### config.mk
export PLATFORM = sky130hd
export DESIGN_NAME = cam_pixel_stream
export DESIGN_NICKNAME = d
export VERILOG_FILES = /design/src/rtl/cam_pixel_stream.sv
export SDC_FILE = /design/constraint.sdc
export NUM_CORES = 1
export LEC_CHECK = 0
export CAP_MARGIN = 20
export CORE_ASPECT_RATIO = 0.9
export CORE_MARGIN = 3
export CORE_UTILIZATION = 60
export DETAILED_ROUTE_END_ITERATION = 12
export PLACE_DENSITY_LB_ADDON = 0.2
export SLEW_MARGIN = 10
export SYNTH_ARGS = -nofsm -noshare
export SYNTH_HDL_FRONTEND = slang
export SYNTH_SLANG_ARGS = --single-unit
### constraint.sdc
create_clock -name p_clk -period 8 [get_ports p_clk]
set_input_delay 1.6 -clock p_clk [delete_from_list [all_inputs] [get_ports p_clk]]
set_output_delay 1.6 -clock p_clk [all_outputs]
set_load 0.02 [all_outputs]
### src/rtl/cam_pixel_stream.sv
// cam_pixel_stream: camera-side pixel packer.
// Collects BYTES_PER_PIXEL camera bytes per pixel while HREF (h_sync) is high and
// tags each pixel with start-of-frame / end-of-line. Pixels are queued in a small
// FIFO and leave on a valid/ready stream. Frame and line timing are tracked so that
// malformed lines and FIFO drops are reported through sticky flags.
module cam_pixel_stream #(
    parameter int BYTES_PER_PIXEL = 2,
    parameter int BYTE_ORDER      = 0,
    parameter int H_ACTIVE        = 640,
    parameter int V_ACTIVE        = 480,
    parameter int FIFO_DEPTH      = 4
) (
    input  logic                         p_clk,
    input  logic                         RST,
    input  logic                         v_sync,
    input  logic                         h_sync,
    input  logic [7:0]                   i_data,
    output logic [8*BYTES_PER_PIXEL-1:0] o_data,
    output logic                         o_valid,
    input  logic                         i_ready,
    output logic                         o_sof,
    output logic                         o_eol,
    output logic                         o_overflow,
    output logic                         o_line_err
);
    localparam int PW   = 8 * BYTES_PER_PIXEL;
    localparam int BW   = (BYTES_PER_PIXEL > 1) ? $clog2(BYTES_PER_PIXEL) : 1;
    localparam int BUFW = (BYTES_PER_PIXEL > 1) ? 8 * (BYTES_PER_PIXEL - 1) : 8;
    localparam int XW   = $clog2(H_ACTIVE + 1);
    localparam int YW   = $clog2(V_ACTIVE + 1);
    localparam int AW   = $clog2(FIFO_DEPTH);
    localparam int CW   = $clog2(FIFO_DEPTH + 1);

    localparam logic [BW-1:0] LAST_BYTE = BW'(BYTES_PER_PIXEL - 1);
    localparam logic [XW-1:0] X_END     = XW'(H_ACTIVE);
    localparam logic [XW-1:0] X_LAST    = XW'(H_ACTIVE - 1);
    localparam logic [YW-1:0] Y_END     = YW'(V_ACTIVE);
    localparam logic [CW-1:0] FIFO_FULL = CW'(FIFO_DEPTH);

    typedef enum logic [1:0] {
        WAIT_FRAME,
        WAIT_LINE,
        CAPTURE
    } state_t;

    state_t          state;
    state_t          state_nxt;
    logic            vsync_r;
    logic [XW-1:0]   x_cnt;
    logic [YW-1:0]   y_cnt;
    logic [BW-1:0]   byte_cnt;
    logic [BUFW-1:0] byte_buf;
    logic            overflow;
    logic            line_err;

    logic            frame_start;
    logic            capture;
    logic            line_end;
    logic            extra_line;

    logic [PW-1:0]   pix_word;
    logic            pix_done;
    logic            x_in_line;
    logic            push_req;
    logic            push_ok;
    logic            drop;
    logic            over_len;
    logic            err_set;

    logic [PW-1:0]   fifo_data [FIFO_DEPTH];
    logic            fifo_sof  [FIFO_DEPTH];
    logic            fifo_eol  [FIFO_DEPTH];
    logic [AW-1:0]   wr_ptr;
    logic [AW-1:0]   rd_ptr;
    logic [CW-1:0]   fifo_count;
    logic            fifo_pop;

    // State register; v_sync high from any state parks the machine until the next frame.
    always_ff @(posedge p_clk or negedge RST) begin
        if (!RST) begin
            state <= WAIT_FRAME;
        end else begin
            state <= state_nxt;
        end
    end

    // Next state plus the per-edge control strobes; blanking beats everything, then frame start.
    always_comb begin
        state_nxt   = state;
        frame_start = 1'b0;
        capture     = 1'b0;
        line_end    = 1'b0;
        extra_line  = 1'b0;
        if (v_sync) begin
            state_nxt = WAIT_FRAME;
        end else if (vsync_r) begin
            frame_start = 1'b1;
            state_nxt   = WAIT_LINE;
        end else begin
            case (state)
                WAIT_LINE: begin
                    if (h_sync) begin
                        if (y_cnt < Y_END) begin
                            capture   = 1'b1;
                            state_nxt = CAPTURE;
                        end else begin
                            extra_line = 1'b1;
                        end
                    end
                end
                CAPTURE: begin
                    if (h_sync) begin
                        capture = 1'b1;
                    end else begin
                        line_end  = 1'b1;
                        state_nxt = WAIT_LINE;
                    end
                end
                default: begin
                end
            endcase
        end
    end

    // Assemble the finished pixel from the buffered bytes plus the byte arriving now.
    always_comb begin
        pix_word = '0;
        for (int k = 0; k < BYTES_PER_PIXEL - 1; k++) begin
            pix_word[8*((BYTE_ORDER == 0) ? k : (BYTES_PER_PIXEL - 1 - k)) +: 8] = byte_buf[8*k +: 8];
        end
        pix_word[8*((BYTE_ORDER == 0) ? (BYTES_PER_PIXEL - 1) : 0) +: 8] = i_data;
    end

    assign pix_done  = capture && (byte_cnt == LAST_BYTE);
    assign x_in_line = x_cnt < X_END;
    assign push_req  = pix_done && x_in_line;
    assign over_len  = pix_done && !x_in_line;
    assign fifo_pop  = (fifo_count != '0) && i_ready;
    assign push_ok   = push_req && ((fifo_count != FIFO_FULL) || fifo_pop);
    assign drop      = push_req && !push_ok;
    assign err_set   = extra_line || over_len ||
                       (line_end && ((byte_cnt != '0) || (x_cnt != X_END)));

    // Frame/line counters, byte collection and the sticky error flags.
    always_ff @(posedge p_clk or negedge RST) begin
        if (!RST) begin
            vsync_r  <= 1'b0;
            x_cnt    <= '0;
            y_cnt    <= '0;
            byte_cnt <= '0;
            byte_buf <= '0;
            overflow <= 1'b0;
            line_err <= 1'b0;
        end else begin
            vsync_r <= v_sync;
            if (frame_start) begin
                x_cnt    <= '0;
                y_cnt    <= '0;
                byte_cnt <= '0;
            end else if (v_sync) begin
                byte_cnt <= '0;
            end else if (line_end) begin
                y_cnt    <= y_cnt + 1'b1;
                x_cnt    <= '0;
                byte_cnt <= '0;
            end else if (capture) begin
                if (pix_done) begin
                    byte_cnt <= '0;
                    if (x_in_line) begin
                        x_cnt <= x_cnt + 1'b1;
                    end
                end else begin
                    byte_cnt <= byte_cnt + 1'b1;
                    for (int k = 0; k < BYTES_PER_PIXEL - 1; k++) begin
                        if (byte_cnt == BW'(k)) begin
                            byte_buf[8*k +: 8] <= i_data;
                        end
                    end
                end
            end
            overflow <= (overflow && !frame_start) || drop;
            line_err <= (line_err && !frame_start) || err_set;
        end
    end

    // FIFO storage; contents need no reset because o_valid masks them.
    always_ff @(posedge p_clk) begin
        if (push_ok) begin
            fifo_data[wr_ptr] <= pix_word;
            fifo_sof[wr_ptr]  <= (x_cnt == '0) && (y_cnt == '0);
            fifo_eol[wr_ptr]  <= (x_cnt == X_LAST);
        end
    end

    // FIFO pointers and occupancy; a push and a pop on the same edge leave the count alone.
    always_ff @(posedge p_clk or negedge RST) begin
        if (!RST) begin
            wr_ptr     <= '0;
            rd_ptr     <= '0;
            fifo_count <= '0;
        end else begin
            if (push_ok) begin
                wr_ptr <= wr_ptr + 1'b1;
            end
            if (fifo_pop) begin
                rd_ptr <= rd_ptr + 1'b1;
            end
            if (push_ok && !fifo_pop) begin
                fifo_count <= fifo_count + 1'b1;
            end else if (!push_ok && fifo_pop) begin
                fifo_count <= fifo_count - 1'b1;
            end
        end
    end

    assign o_valid    = fifo_count != '0;
    assign o_data     = o_valid ? fifo_data[rd_ptr] : '0;
    assign o_sof      = o_valid && fifo_sof[rd_ptr];
    assign o_eol      = o_valid && fifo_eol[rd_ptr];
    assign o_overflow = overflow;
    assign o_line_err = line_err;

endmodule
[Yosys cells after proc, flatten, opt, wreduce, memory -nomap -nowiden]
Memory sizes are Yosys's and may differ from the RTL's.
Index checks and enable logic that the tools add are counted.
Operators by class
  equal/unequal tests: 9
  order comparisons: 2
  $add $sub $neg: 7
  reduce and logical (&&, ||, !) cells: 38
  bitwise gates (word level): 5
  mux-type cells: 42
Operators by type and width (number)
  10-bit two-way mux: 6
  9-bit two-way mux: 3
  1-bit two-way mux: 23
  16-bit two-way mux: 1
  1-bit logical AND: 14
  4-bit != test (second input constant): 3
  3-bit nonzero test: 4
  10-bit by 1-bit adder with 10-bit output (second input constant): 1
  10-bit == test (second input constant): 1
  10-bit logical NOT: 1
  10-bit less-than comparator (second input constant): 1
  2-bit two-way mux: 5
  10-bit != test (second input constant): 1
  9-bit by 1-bit adder with 9-bit output (second input constant): 1
  9-bit logical NOT: 1
  9-bit less-than comparator (second input constant): 1
  4-bit AND reduction: 2
  4-bit nonzero test: 2
  1-bit logical OR: 6
  3-bit two-way mux: 2
  6-bit AND reduction: 1
  1-bit inverter: 5
  2-bit by 1-bit adder with 2-bit output (second input constant): 2
  1-bit logical NOT: 4
  11 further kinds: 12
Word-level totals
  word-level logic and storage cells: 117
  input bits: 13
  RAM bits: 72
  output and inout bits: 21
  memories: 3
  flip-flop bits (word level): 40
Memory list
  fifo_data: depth 4, width 16, read ports 1, clocked after Yosys merged registers in 0, wr ports 1, line 70  | logic [PW-1:0] fifo_data [FIFO_DEPTH];
  fifo_eol: depth 4, width 1, read ports 1, clocked after Yosys merged registers in 0, wr ports 1, line 72  | logic fifo_eol [FIFO_DEPTH];
  fifo_sof: depth 4, width 1, read ports 1, clocked after Yosys merged registers in 0, wr ports 1, line 71  | logic fifo_sof [FIFO_DEPTH];

[Longest topological paths before layout]
  depth after elaboration: 13
  depth in mapped cells: 11

[Worst setup path before layout]
Ideal clock, no wire load.
  kind: input port to flip-flop
  start point: input v_sync
  end point: register fifo_count[2]
  library setup time: 0.079 ns
  slack: 4.507 ns
  arrival: 3.414 ns
  stages: 9
  buffers on the path: 0
  data required time: 7.921 ns
  cell sequence: nor4b_2 o211ai_2 nor3_4 ha_1 inv_1 fa_1 xor2_1 nor2_1 xor2_1
On the way
  longest elaborated chain between the ends: 7
  elaborated cells on any way between the ends: 9
  those cells by class: mux: 2; reduce/logical: 7
RTL lines
  from (decl): line 15  | input logic v_sync,
  1-bit two-way mux (*): line 94  | if (v_sync) begin
  1-bit logical AND (*): line 134  | assign pix_done = capture && (byte_cnt == LAST_BYTE);
  1-bit logical AND (*): line 136  | assign push_req = pix_done && x_in_line;
  1-bit logical AND (*): line 139  | assign push_ok = push_req && ((fifo_count != FIFO_FULL) || fifo_pop);
  named net push_ok: line 65  | logic push_ok;
  1-bit logical NOT: line 210  | end else if (!push_ok && fifo_pop) begin
  1-bit logical AND: line 210
  2-bit nonzero test (no line)
  to (signal assigned): line 209  | fifo_count <= fifo_count + 1'b1;
  to (signal assigned): line 211  | fifo_count <= fifo_count - 1'b1;
  to (decl): line 75  | logic [CW-1:0] fifo_count;
Mark *: on every way through the listed nets, which the timed path passes. The rest lies on a longest branch.
A chain may end at the register's enable or synchronous reset.

[Final worst setup path]
  start point: input v_sync
  end point: memory fifo_eol[1], enable pin
On the way
  longest elaborated chain between the ends: 6
RTL lines
  1-bit two-way mux: line 94
  1-bit logical AND: line 134
  1-bit logical AND: line 136
  1-bit logical AND: line 139
  named net push_ok: line 65
  1-bit two-way mux: line 188  | if (push_ok) begin
  1-bit two-way mux (implied by the code): line 191  | fifo_eol[wr_ptr] <= (x_cnt == X_LAST);
  to (decl): line 72
The timed path passes the listed nets, and every way through them passes these cells.

==> impl_metrics.ini <==
[hold_path]
min-delay-start = fifo_count[2]
hold_end = fifo_count[2]
hp-class = reg2reg
hold_depth = 1

[cts]
clk_pin_slew_ns = 0.11
clk_latency_ns = 0.36
cts_made_buffers = 9
cts_tree = yes
post_cts_resized = 0
post-cts-setup-buffers = 0
root_buffer = clkbuf_8
cts_buffer_depth = 2
cts.hold.buffers_added = 0
h-tree-depth = 3
cts.sinks = 112

[sta]
setup_viol = 0
setup_tns_ns = 0
rsz0062_at_grt = false
drv_slew = 0
worst_slack_ns = 3.75
final.period_utilization_pct = 53.2
max_freq_mhz = 235
relSlewSlack_pct = 32.6
worst_clock_skew_ns = 0.0148
tightest_slew_ns = 1.01
period_needed_ns = 4.25
hold_viol = 0

[route]
firstDrtPassIters = 4
wl_per_cell_um = 19.3
avgViaCountPerCell = 6.13
vias = 2770
drt_iter0_drc = 203
wirelength_um = 8710
drcViolationCount = 0
antenna_left = 0

[yosys]
synth_fa_ha_area_share_pct = 3.22
async_reset_ff_share_pct = 35.7
synth_edf_count = 72
yosysWarnings = 0
synth-compound-area-share_pct = 4.30
syn_area_per_cell_um2 = 15.5
synthXorXnorAreaFrac_pct = 1.79
synth_area_mm2 = 0.00489
muxShareOfSynthArea_pct = 11.6
postSynthNetCount = 341
ys_ff_latch = 112
synth_top_family_by_area = simple AND/OR/NAND/NOR gates
netlist_instances = 316
seq_area_frac_synth_pct = 64.6
synth_cell_types = 50
ys.flop_type = edfxtp_1
synthSimpleGateAreaFrac_pct = 12.5

[global_routing]
grt_pass1_vias = 2806
grt_max_degree = 41
overflow = 0
grt_first_pass_wirelength_um = 14400
antenna_found_initial = 0
grtUsageTotal_pct = 20.4

[critical_path]
reg2reg_depth = 6
cp_max_fo = 19
crit_type = in2reg
cp_data_arrival_time_ns = 4.23
reg2reg_slack_ns = 4.97
r2r_end = fifo_eol[1]
reg2reg_from = state[0]
start_kind = input port
cp-end-kind = flop
cp.required_ns = 7.98

[floorplan]
core_mm2 = 0.00773
rows = 30
die_width_um = 101
dieArea_mm2 = 0.00928
die_h_um = 91.7
start_util_pct = 63.3
ios = 34

[finish]
syn_to_final_growth_pct = 12.1
final_util_pct = 70.9
fillers = 512
drive_above_1_share_pct = 16.0
fin_nets = 376
num_antenna_cells = 0
multiInputGateArea_mm2 = 0.00164
regArea_mm2 = 0.00316

[place]
io_buffers = 33
pre_cts_ws_ns = 3.32
globalplace.congestion = 0.845
dpl.hpwl_um = 5860

[power_and_ir_drop]
p_leak_uw = 0.00192
power.total_uw = 1500
ir_drop_mv = 0.172
power_density_mw_per_mm2 = 274

[outcome]
status = finished clean

[job]
drv_cap = 0
synth_stat cells, drive strengths merged (2+ instances only):
| cell | n | area (µm²) |
|---|---|---|
| edfxtp | 72 | 2160 |
| dfrtp | 40 | 1000 |
| and2 | 22 | 138 |
| mux4 | 18 | 405 |
| nand3 | 14 | 75.1 |
| nand2 | 13 | 48.8 |
| ha | 11 | 138 |
| inv | 11 | 41.3 |
| mux2 | 11 | 124 |
| nor2 | 10 | 40.0 |
| a21oi | 8 | 40.0 |
| o31ai | 8 | 60.1 |
| or4 | 8 | 60.1 |
| xnor2 | 6 | 52.6 |
| buf | 5 | 32.5 |
| clkbuf | 5 | 18.8 |
| nor4 | 5 | 31.3 |
| nor4b | 5 | 65.1 |
| o21ai | 5 | 25.0 |
| mux2i | 4 | 40.0 |
| nand4 | 4 | 31.3 |
| nor3 | 4 | 31.3 |
| o211ai | 4 | 35.0 |
| xor2 | 4 | 35.0 |
| nand2b | 2 | 12.5 |
| nor2b | 2 | 12.5 |
| o21bai | 2 | 15.0 |
| or3 | 2 | 12.5 |
critical path, cell delays in order:
cell	delay, ns
clkdlybuf4s50_1	0.62
nor4b_2	0.36
o211ai_2	0.38
nor3_4	0.41
and2_1	0.85
cell type report:
| class | count | area share (%) |
|---|---|---|
| flip-flops and latches | 112 | 57.7 |
| inverters | 11 | 0.753 |
| clock inverters | 6 | 1.14 |
| multi-input cells | 183 | 29.9 |
| repair buffers | 34 | 6.07 |
| well taps | 96 | 2.19 |
| clock buffers | 10 | 2.33 |
kinds of logic (layout without fill, tap and decap cells):
kind of cell | count (synthesis) | in the layout
xor gates and xnor gates | 10 | 10
and+or+nand+nor | 97 | 97
adders and majority gates | 12 | 12
muxes | 33 | 33
AOI/OAI and AO/OA | 31 | 31
buffers and inverters | 21 | 61
DFF | 112 | 112
how the worst max path moves through the flow:
stage / from / endpoint / slack [ns] / cells past startpoint
5_1_grt: v_sync / fifo_eol[1] / 3.53 / 5
3_5_place_dp: v_sync / fifo_data[1][2] / 3.32 / 5
3_3_place_gp: v_sync / fifo_data[0][8] / 3.42 / 5
6_report: v_sync / fifo_eol[1] / 3.75 / 5
2_1_floorplan: v_sync / fifo_count[2] / 4.51 / 9
4_1_cts: v_sync / fifo_eol[1] / 3.72 / 5
cells in the final DEF, fill, tap and decap left out, types with 8 or more instances in the layout:
cell	Yosys	routed
a21oi_1	8	8
and2_1	22	22
clkbuf_8	0	9
clkdlybuf4s50_1	0	32
dfrtp_1	40	40
edfxtp_1	72	72
ha_1	11	11
inv_1	11	11
mux2_2	11	11
mux4_2	18	18
nand2_1	13	13
nand3_1	13	13
nor2_1	9	9
o31ai_1	8	8
or4_1	8	8
sequential cells by signal, summed over array words and instances (netlist names):
| signal | flops |
|---|---|
| o_line_err | 1 |
| wr_ptr | 2 |
| byte_cnt | 1 |
| rd_ptr | 2 |
| o_overflow | 1 |
| fifo_sof | 4 |
| fifo_data | 64 |
| x_cnt | 10 |
| vsync_r | 1 |
| y_cnt | 9 |
| byte_buf | 8 |
| fifo_count | 3 |
| state | 2 |
| fifo_eol | 4 |
power by group:
group,switching (µW),internal (µW)
combinational,198,250
clock,195,122
sequential,65.9,670
total,459,1040
metal layers:
layer / track usage, % / part of all wire, % / up-vias
met5: 0 / 0 / -
met2: 31.7 / 50 / 66
li1: - / - / 1278
met3: 4.87 / 5.1 / 9
met1: 29.0 / 44 / 1417
met4: 5.98 / 1.1 / 0
per-stage QoR:
stage	instance area [µm²]	hold WS [ns]	std cells
6_report	5490	0.500	452
5_1_grt	5490	0.515	452
4_1_cts	5490	0.499	452
3_5_place_dp	5300	0.484	436
3_3_place_gp	5300	0.470	436
2_1_floorplan	4890	0.449	316
No activity file was read; power rests on OpenSTA's default activity.
